--- src/rtl/sobel_pkg.sv ---
// Shared types and defaults for the Sobel stream sequencer.
// Frame geometry defaults, FSM/mode enums and the filter-select helper.
package sobel_pkg;

    localparam int H_ACT_DEF = 640;
    localparam int V_ACT_DEF = 480;
    localparam int DW_DEF    = 12;
    localparam int COORD_W   = 10;

    typedef logic [COORD_W-1:0] coord_t;

    typedef enum logic [1:0] {
        IDLE   = 2'd0,
        ARM    = 2'd1,
        STREAM = 2'd2,
        FLUSH  = 2'd3
    } ctrl_st_t;

    typedef enum logic [1:0] {
        MODE_V   = 2'd0,
        MODE_H   = 2'd1,
        MODE_ALT = 2'd2
    } sobel_mode_t;

    // Both 2'b10 and 2'b11 select the per-frame alternating filter.
    function automatic logic filterFor(input logic [1:0] mode, input logic toggle);
        logic sel;
        case (mode)
            MODE_V:  sel = 1'b0;
            MODE_H:  sel = 1'b1;
            default: sel = toggle;
        endcase
        return sel;
    endfunction

endpackage

--- src/rtl/sobel_xy_counter.sv ---
// Raster X/Y position counter; X wraps at the line end, Y only runs forward so
// flush pixels land on rows past the frame. A clear returns it to (0,0).
module sobel_xy_counter
    import sobel_pkg::*;
#(
    parameter int H_ACT = H_ACT_DEF,
    parameter int V_ACT = V_ACT_DEF
) (
    input  logic       iCLK,
    input  logic       iRST,
    input  logic       iEn,
    input  logic       iClr,
    output logic [9:0] oX,
    output logic [9:0] oY,
    output logic       oXLast,
    output logic       oYLast
);

    localparam coord_t X_LAST = coord_t'(H_ACT - 1);
    localparam coord_t Y_LAST = coord_t'(V_ACT - 1);

    coord_t xCnt_r;
    coord_t yCnt_r;

    // Advance position on enable; clear has priority so a frame restarts at (0,0).
    always_ff @(posedge iCLK or negedge iRST) begin
        if (!iRST) begin
            xCnt_r <= '0;
            yCnt_r <= '0;
        end else if (iClr) begin
            xCnt_r <= '0;
            yCnt_r <= '0;
        end else if (iEn) begin
            if (xCnt_r == X_LAST) begin
                xCnt_r <= '0;
                yCnt_r <= yCnt_r + 10'd1;
            end else begin
                xCnt_r <= xCnt_r + 10'd1;
                yCnt_r <= yCnt_r;
            end
        end else begin
            xCnt_r <= xCnt_r;
            yCnt_r <= yCnt_r;
        end
    end

    assign oX     = xCnt_r;
    assign oY     = yCnt_r;
    assign oXLast = (xCnt_r == X_LAST);
    assign oYLast = (yCnt_r == Y_LAST);

endmodule

--- src/rtl/sobel_stream_ctrl.sv ---
// Sequencer in front of the 3x3 Sobel stage: tags pixels with X/Y, latches the
// filter at frame start, and flushes the line buffer with zero pixels after each frame.
module sobel_stream_ctrl
    import sobel_pkg::*;
#(
    parameter int H_ACT     = H_ACT_DEF,
    parameter int V_ACT     = V_ACT_DEF,
    parameter int FLUSH_LEN = H_ACT + 1,
    parameter int DW        = DW_DEF
) (
    input  logic          iCLK,
    input  logic          iRST,
    input  logic          iDVAL,
    input  logic [DW-1:0] iGRAY,
    input  logic [1:0]    iMODE,
    input  logic          iSTART,
    output logic          oREADY,
    output logic          oDVAL,
    output logic [DW-1:0] oGRAY,
    output logic [9:0]    oX,
    output logic [9:0]    oY,
    output logic          oFILTER,
    output logic          oFRAME_START,
    output logic          oFRAME_DONE,
    output logic [15:0]   oFRAME_CNT,
    output logic          oOVERRUN
);

    localparam logic [10:0] FLUSH_LAST = 11'(FLUSH_LEN - 1);

    ctrl_st_t      state_r;
    logic          ready_r;
    logic          dval_r;
    logic [DW-1:0] gray_r;
    coord_t        x_r;
    coord_t        y_r;
    logic          filter_r;
    logic          toggle_r;
    logic          frameStart_r;
    logic          frameDone_r;
    logic [15:0]   frameCnt_r;
    logic          overrun_r;
    logic [10:0]   flushCnt_r;

    coord_t cntX_s;
    coord_t cntY_s;
    logic   xLast_s;
    logic   yLast_s;
    logic   accept_s;
    logic   lastPix_s;
    logic   flushLast_s;
    logic   cntEn_s;
    logic   cntClr_s;

    // ready_r always mirrors "state is ARM or STREAM", so accept is a flop-only decode.
    assign accept_s    = iDVAL & ready_r;
    assign lastPix_s   = xLast_s & yLast_s;
    assign flushLast_s = (flushCnt_r == FLUSH_LAST);
    assign cntEn_s     = accept_s | (state_r == FLUSH);
    assign cntClr_s    = (state_r == FLUSH) & flushLast_s;

    sobel_xy_counter #(
        .H_ACT (H_ACT),
        .V_ACT (V_ACT)
    ) uXyCnt (
        .iCLK   (iCLK),
        .iRST   (iRST),
        .iEn    (cntEn_s),
        .iClr   (cntClr_s),
        .oX     (cntX_s),
        .oY     (cntY_s),
        .oXLast (xLast_s),
        .oYLast (yLast_s)
    );

    // Frame sequencer with registered pixel outputs, filter latch and frame counter.
    always_ff @(posedge iCLK or negedge iRST) begin
        if (!iRST) begin
            state_r      <= IDLE;
            ready_r      <= 1'b0;
            dval_r       <= 1'b0;
            gray_r       <= {DW{1'b0}};
            x_r          <= '0;
            y_r          <= '0;
            filter_r     <= 1'b0;
            toggle_r     <= 1'b0;
            frameStart_r <= 1'b0;
            frameDone_r  <= 1'b0;
            frameCnt_r   <= 16'd0;
            flushCnt_r   <= 11'd0;
        end else begin
            dval_r       <= 1'b0;
            frameStart_r <= 1'b0;
            frameDone_r  <= 1'b0;
            case (state_r)
                IDLE: begin
                    if (iSTART) begin
                        state_r <= ARM;
                        ready_r <= 1'b1;
                    end else begin
                        state_r <= IDLE;
                        ready_r <= 1'b0;
                    end
                end
                ARM: begin
                    if (accept_s) begin
                        dval_r       <= 1'b1;
                        gray_r       <= iGRAY;
                        x_r          <= cntX_s;
                        y_r          <= cntY_s;
                        frameStart_r <= 1'b1;
                        filter_r     <= filterFor(iMODE, toggle_r);
                        toggle_r     <= iMODE[1] ? ~toggle_r : toggle_r;
                        state_r      <= lastPix_s ? FLUSH : STREAM;
                        ready_r      <= ~lastPix_s;
                    end else begin
                        state_r <= ARM;
                        ready_r <= 1'b1;
                    end
                end
                STREAM: begin
                    if (accept_s) begin
                        dval_r  <= 1'b1;
                        gray_r  <= iGRAY;
                        x_r     <= cntX_s;
                        y_r     <= cntY_s;
                        state_r <= lastPix_s ? FLUSH : STREAM;
                        ready_r <= ~lastPix_s;
                    end else begin
                        state_r <= STREAM;
                        ready_r <= 1'b1;
                    end
                end
                FLUSH: begin
                    dval_r <= 1'b1;
                    gray_r <= {DW{1'b0}};
                    x_r    <= cntX_s;
                    y_r    <= cntY_s;
                    if (flushLast_s) begin
                        frameDone_r <= 1'b1;
                        frameCnt_r  <= frameCnt_r + 16'd1;
                        flushCnt_r  <= 11'd0;
                        state_r     <= ARM;
                        ready_r     <= 1'b1;
                    end else begin
                        flushCnt_r <= flushCnt_r + 11'd1;
                        state_r    <= FLUSH;
                        ready_r    <= 1'b0;
                    end
                end
                default: begin
                    state_r <= IDLE;
                    ready_r <= 1'b0;
                end
            endcase
        end
    end

    // Sticky overrun: a pixel offered while stalled wins over a same-cycle iSTART clear.
    always_ff @(posedge iCLK or negedge iRST) begin
        if (!iRST) begin
            overrun_r <= 1'b0;
        end else if (iDVAL & ~ready_r) begin
            overrun_r <= 1'b1;
        end else if (iSTART) begin
            overrun_r <= 1'b0;
        end else begin
            overrun_r <= overrun_r;
        end
    end

    assign oREADY       = ready_r;
    assign oDVAL        = dval_r;
    assign oGRAY        = gray_r;
    assign oX           = x_r;
    assign oY           = y_r;
    assign oFILTER      = filter_r;
    assign oFRAME_START = frameStart_r;
    assign oFRAME_DONE  = frameDone_r;
    assign oFRAME_CNT   = frameCnt_r;
    assign oOVERRUN     = overrun_r;

endmodule

--- config.mk ---
export PLATFORM = sky130hd
export DESIGN_NAME = sobel_stream_ctrl
export DESIGN_NICKNAME = d
export VERILOG_FILES = /design/src/rtl/sobel_pkg.sv /design/src/rtl/sobel_xy_counter.sv /design/src/rtl/sobel_stream_ctrl.sv
export SDC_FILE = /design/constraint.sdc
export NUM_CORES = 1
export LEC_CHECK = 0
export ABC_CLOCK_PERIOD_IN_PS = 2400
export BUFFER_PORTS_ARGS = -buffer_cell sky130_fd_sc_hd__buf_2
export CAP_MARGIN = 0
export CORE_MARGIN = 2
export CORE_UTILIZATION = 50
export DETAILED_ROUTE_END_ITERATION = 10
export PLACE_DENSITY_LB_ADDON = 0.3
export SLEW_MARGIN = 20
export SYNTH_ARGS = -nofsm -noshare
export SYNTH_HDL_FRONTEND = slang
export SYNTH_SLANG_ARGS = --single-unit
--- constraint.sdc ---
create_clock -name iCLK -period 2.4 [get_ports iCLK]
set_input_delay 0.12 -clock iCLK [delete_from_list [all_inputs] [get_ports iCLK]]
set_output_delay 0.12 -clock iCLK [all_outputs]
set_load 0.02 [all_outputs]
Word-level counts from Yosys, hierarchy flattened --
Index checks and enable logic that the tools add are counted.
Storage, ports and cells: register bits 88, latch bits 0, RAM bits 0, ROM bits 0, input bits 18, output and inout port bits 54, logic and storage cells 77, memories kept 0
Operators by class: add/subtract/negate cells 4, multiply operators 0, div/mod/pow operators 0, magnitude comparators 0, equal/unequal tests 8, shift-type cells 0, muxes and demuxes 30, bitwise gates (word level) 8, reductions and logical operators 12
Operators by type and width (count):
- $mux 10 | 8
- $pmux 10 s2 | 2
- $pmux 12 s2 | 1
- $add 10x1->10 const B | 2
- $add 16x1->16 const B | 1
- $mux 12 | 1
- $add 11x1->11 const B | 1
- $eq 11x10->1 const B | 1
- $mux 1 | 11
- $mux 11 | 1
- $eq 10x10->1 const B | 1
- $eq 10x9->1 const B | 1
- $pmux 2 s4 | 1
- $reduce_and 2->1 | 4
- $reduce_bool 2->1 | 4
- $and 1x1->1 | 4
- $eq 2x1->1 const B | 2
- $eq 2x2->1 const B | 2
- $logic_not 2->1 | 2
- $mux 2 | 2
- $pmux 1 s2 | 2
- $not 1->1 | 3
- $pmux 1 s3 | 1
- $reduce_and 3->1 | 1
- other kinds (3) | 3

Longest topological paths before layout --
depth in word-level cells 5, depth in mapped cells 8

Cells and area by module --
From an unflattened synthesis, not the netlist that was laid out.
Second synthesis, totals: cells, all modules 342, area total of the unflattened synthesis 4023.9 um^2
Modules (own cells, without submodules):
- sobel_stream_ctrl | times used 1, cells each 227, area each 2902.8 um^2, sequential area each 1701.6 um^2
- sobel_xy_counter | times used 1, cells each 115, area each 1121.1 um^2, sequential area each 500.5 um^2

Least setup slack after synthesis --
OpenSTA, ideal clock, no wires.
kind flip-flop to flip-flop, start reg flushCnt_r[3], end reg uXyCnt.yCnt_r[6] (netlist: uXyCnt.oY[6]), setup time 0.066 ns, arrival time 2.166 ns, required time 2.334 ns, path slack 0.168 ns, cell stages (with the launch flop) 7, buffers on the path 1, cell sequence dfrtp_1 > or4_4 > or4_4 > and2_0 > clkbuf_2 > or4_1 > nand2_1
Between the ends: word-level cells in the longest chain between the ends 4, elaborated cells between the ends (all ways) 6
Ends and longest elaborated chain:
- start, declared | RTL line sobel_stream_ctrl.sv:43 | logic [10:0] flushCnt_r;
- start signal, assigned | RTL line sobel_stream_ctrl.sv:146 | flushCnt_r <= flushCnt_r + 11'd1;
- $eq 11x10->1 (*) | RTL line sobel_stream_ctrl.sv:58 | assign flushLast_s = (flushCnt_r == FLUSH_LAST);
- $and 1x1->1 (*) | RTL line sobel_stream_ctrl.sv:60 | assign cntClr_s = (state_r == FLUSH) & flushLast_s;
- $reduce_bool 2->1 (no source line)
- $reduce_and 2->1 (no source line)
- end signal, assigned | RTL line sobel_xy_counter.sv:36 | yCnt_r <= yCnt_r + 10'd1;
- end signal, assigned | RTL line sobel_xy_counter.sv:39 | yCnt_r <= yCnt_r;
- end signal, assigned | RTL line sobel_xy_counter.sv:43 | yCnt_r <= yCnt_r;
- end, declared | RTL line sobel_xy_counter.sv:23 | coord_t yCnt_r;
Every way passes the cells marked *; elsewhere a longest branch is shown, timed or not. A chain may end at the register's enable or synchronous reset.

Worst setup path in the final report --
start reg flushCnt_r[3], end reg frameCnt_r[9] (netlist: oFRAME_CNT[9])
Between the ends: word-level cells in the longest chain between the ends 2
Ends and longest elaborated chain:
- $eq 11x10->1 | RTL line sobel_stream_ctrl.sv:58
- $reduce_and 2->1 (no source line)
- end signal, assigned | RTL line sobel_stream_ctrl.sv:141 | frameCnt_r <= frameCnt_r + 16'd1;
- end, declared | RTL line sobel_stream_ctrl.sv:41 | logic [15:0] frameCnt_r;
Every way passes these cells.

==> metrics.md <==
| Metric | Value |
|---|---|
| Status | finished, final reports clean |
| Post-cts sizing count | 0 |
| Synth top cells by count | dfrtp_1 (88), nand2_1 (32), xnor2_1 (26) |
| N_diodes | 0 |
| Post-synth ARST share | 1.00 |
| Worst slack at placement | 130 ps |
| Fraction of layout cells with a size suffix above 1 | 0.277 |
| Die Y | 91.5 um |
| Count leader, synth | dfrtp_1 |
| Yosys Warn Count | 0 |
| Final Net Count | 455 |
| Worst-path cell chain | or4_4 -> or4_4 -> buf_4 -> nor2_1 -> buf_4 -> and3_1 -> xor2_1 |
| Req. time, crit path | 2670 ps |
| Core Rows | 31 |
| Num Clock Sinks | 88 |
| IO buf count | 71 |
| Syn Nets | 358 |
| Worst Slack Setup Final | 118 ps |
| CTS tree | yes |
| Crit path max fanout | 13 |
| WL final | 7.60 mm |
| Cell-internal power | 0.00234 W |
| Final setup viols | 0 |
| Die Area | 8370 um^2 |
| Post-DRT Antenna Nets | 0 |
| Clock Pin Slew Worst Setup and Hold Paths | 80 ps |
| Die width | 91.5 um |
| Initial antenna violation count | 0 |
| Vias in the first global route | 2683 |
| Initial Utilization | 0.522 |
| Drt first pass iters | 4 |
| Yosys top cell by area | dfrtp_1 |
| Number of synthesized flops with an enable pin | 0 |
| Fin. Hold Viols | 0 |
| Register area share after synthesis | 0.576 |
| P_sw | 0.000543 W |
| Slew @ Worst Pin | 503 ps |
| Core region area | 7330 um^2 |
| Period utilization | 0.951 |
| GPL Wtd Cong | 0.853 |
| Worst setup SP type | register |
| Arrival time at the worst endpoint | 2550 ps |
| Synth Flop Type | dfrtp_1 |
| Area delta synth->final | 25.1% |
| Leak | 2.30 nW |
| Total GRT Usage | 0.195 |
| Root buffer cell | clkbuf_8 |
| Slew HR | 0.665 |
| Syn Std Cell Area | 3820 um^2 |
| Unrepaired setup endpoints after global routing | no |
| Dpl hpwl | 5.25 mm |
| Peak Freq | 438 MHz |
| Worst Setup End Kind | register |
| Portion of total power attributed to the clock network | 0.461 |
| Worst skew pair latency | 350 ps |
| I/O Pins | 72 |
| Setup Buffers After CTS | 0 |
| Maxcap violations | 0 |
| Pwr/cell area | 602 nW/um^2 |
| Clk buf depth | 2 |
| Syn Area/Cell | 11.6 um^2 |
| Vias | 2796 |
| Cells after Synth | 331 |
| Met2 Resource Use GR | 0.310 |
| Wire length of the first global-routing pass | 12.8 mm |
| Worst ir drop on vdd | 0.000336 V |
| H-tree depth | 3 |
| Switching share of total power | 0.189 |
| Slowest cell on the critical path | or4_4 |
| Flops & latches, synth | 88 |
| Vias per cell | 5.26 |
| Unique masters post-synth | 38 |
| Largest net degree at the start of global routing | 53 |
| Minimum clock period | 2280 ps |
| Register share of total power | 0.515 |
| Hold buffers post-CTS | 14 |
| Routed length per instance | 14.3 um |
| Total grt overflow | 0 |
| Slew Viols, Final | 0 |
| Remaining DRCs | 0 |
| Iter 0 DRT Violations | 152 |
| Post-route clock skew | 9.76 ps |
| Hold Crit Class | input port to register |
| Crit path kind | register to register |
| Gr busiest metal | met2 |
| CTS Buf Count | 9 |
| Setup_tns | 0 ps |
| Top cells by area, synth | dfrtp_1 (58%), xnor2_1 (6.0%), mux2_2 (5.9%) |
| Met1 Track Usage GR | 0.260 |
| Comb pwr share | 0.024 |
| GR Layer Usage met3 | 0.0531 |
| Largest stage delay, worst path | 550 ps |
| Post-synth top area share | 0.576 |
[area by class of cell]
| type | count | area, um^2 |
|---|---|---|
| fill | 566 | 2550 |
| timing repair buffer | 96 | 593 |
| multi-input combinational | 224 | 1560 |
| tap | 99 | 124 |
| clock inverter | 5 | 128 |
| inverter | 9 | 33.8 |
| sequential | 88 | 2200 |
| clock buffer | 11 | 141 |
[through the flow]
step / instances / util / hold WS [ps] / cell area, um^2 / power [W]
floorplan: 331 / - / -176 / 3820 / 0.00152
global placement: 502 / 0.597 / 114 / 4370 / 0.00157
detailed placement: 502 / 0.597 / 120 / 4370 / 0.00157
CTS: 532 / 0.653 / 19.7 / 4780 / 0.00291
global route: 532 / 0.653 / 40.9 / 4780 / 0.00300
finish: 532 / 0.653 / 32.4 / 4780 / 0.00288
[layout by cell type (no fill, tap or decap), types with 2 or more instances in the layout]
cell type / count
mux2i_1: 2
nand4_1: 14
inv_1: 9
or4_4: 2
buf_4: 11
and2_0: 2
nand3_1: 11
xnor2_1: 26
o211ai_1: 2
o22ai_1: 2
nand2_1: 32
nor2b_1: 2
bufinv_16: 4
a22o_1: 12
nor2_1: 25
a21oi_1: 13
mux2_2: 20
o21ai_0: 3
buf_2: 70
and4_1: 2
clkbuf_8: 10
a21o_1: 3
and3_1: 11
a31oi_1: 2
dlygate4sd3_1: 14
xor2_1: 10
or4_1: 2
or3_1: 3
nor3_1: 2
and2_1: 2
nor4_1: 2
ha_1: 9
dfrtp_1: 88
[state kept, by name, indices dropped and copies added (netlist names)]
signal,count
flushCnt_r,11
oDVAL,1
oFILTER,1
oFRAME_CNT,16
oFRAME_DONE,1
oFRAME_START,1
oGRAY,12
oOVERRUN,1
oREADY,1
oX,10
oY,10
state_r,2
toggle_r,1
uXyCnt.oX,10
uXyCnt.oY,10
[worst max-delay path: cells and delay by family, from the launching register on]
family / cells / cell delay [ps]
flip-flops: 1 / 430
buffers and inverters: 2 / 360
XOR/XNOR: 1 / 160
AND/OR/NAND/NOR: 4 / 1250
[worst paths after layout]
path / start / end / slack [ps] / depth (start not counted)
min reg2reg: oFRAME_CNT[15]$_DFFE_PN0N_ / oFRAME_CNT[15]$_DFFE_PN0N_ / 470 / 1
max reg2reg: flushCnt_r[3]$_DFFE_PN0P_ / oFRAME_CNT[9]$_DFFE_PN0N_ / 120 / 7
max in group asynchronous: iRST / oY[4]$_DFFE_PN0P_ / 1480 / 3
min: iMODE[1] / toggle_r$_DFFE_PN0P_ / 30 / 3
min in group asynchronous: iRST / oX[6]$_DFFE_PN0P_ / 280 / 2
max: flushCnt_r[3]$_DFFE_PN0P_ / oFRAME_CNT[9]$_DFFE_PN0N_ / 120 / 7
[per-layer routing]
metal  vias up  share of wire  routed length [um]
met3         8          0.038                 287
met4         0          0.015                 114
met1      1366           0.46                3460
met2        62           0.49                3740
met5         -              0                   0
li1       1360              -                   -
[power by group through the flow]
stage / Combinational (W) / Clock [W] / Sequential, W
floorplan: 0.00000224 / 0 / 0.00151
global placement: 0.0000531 / 0 / 0.00151
detailed placement: 0.0000544 / 0 / 0.00151
CTS: 0.0000716 / 0.00135 / 0.00148
global route: 0.0000800 / 0.00143 / 0.00148
finish: 0.0000702 / 0.00133 / 0.00148
[cell families after synthesis]
kind of cell,count (synthesis),share of synthesized area
multiplexers,23,0.0667
AO/OA/AOI/OAI,40,0.0710
AND/OR/NAND/NOR,116,0.155
buffers and inverters,19,0.0193
XOR/XNOR,36,0.0824
adder cells (fa/ha/maj),9,0.0294
flip-flops,88,0.576
Power figures use the tool's default switching activity.
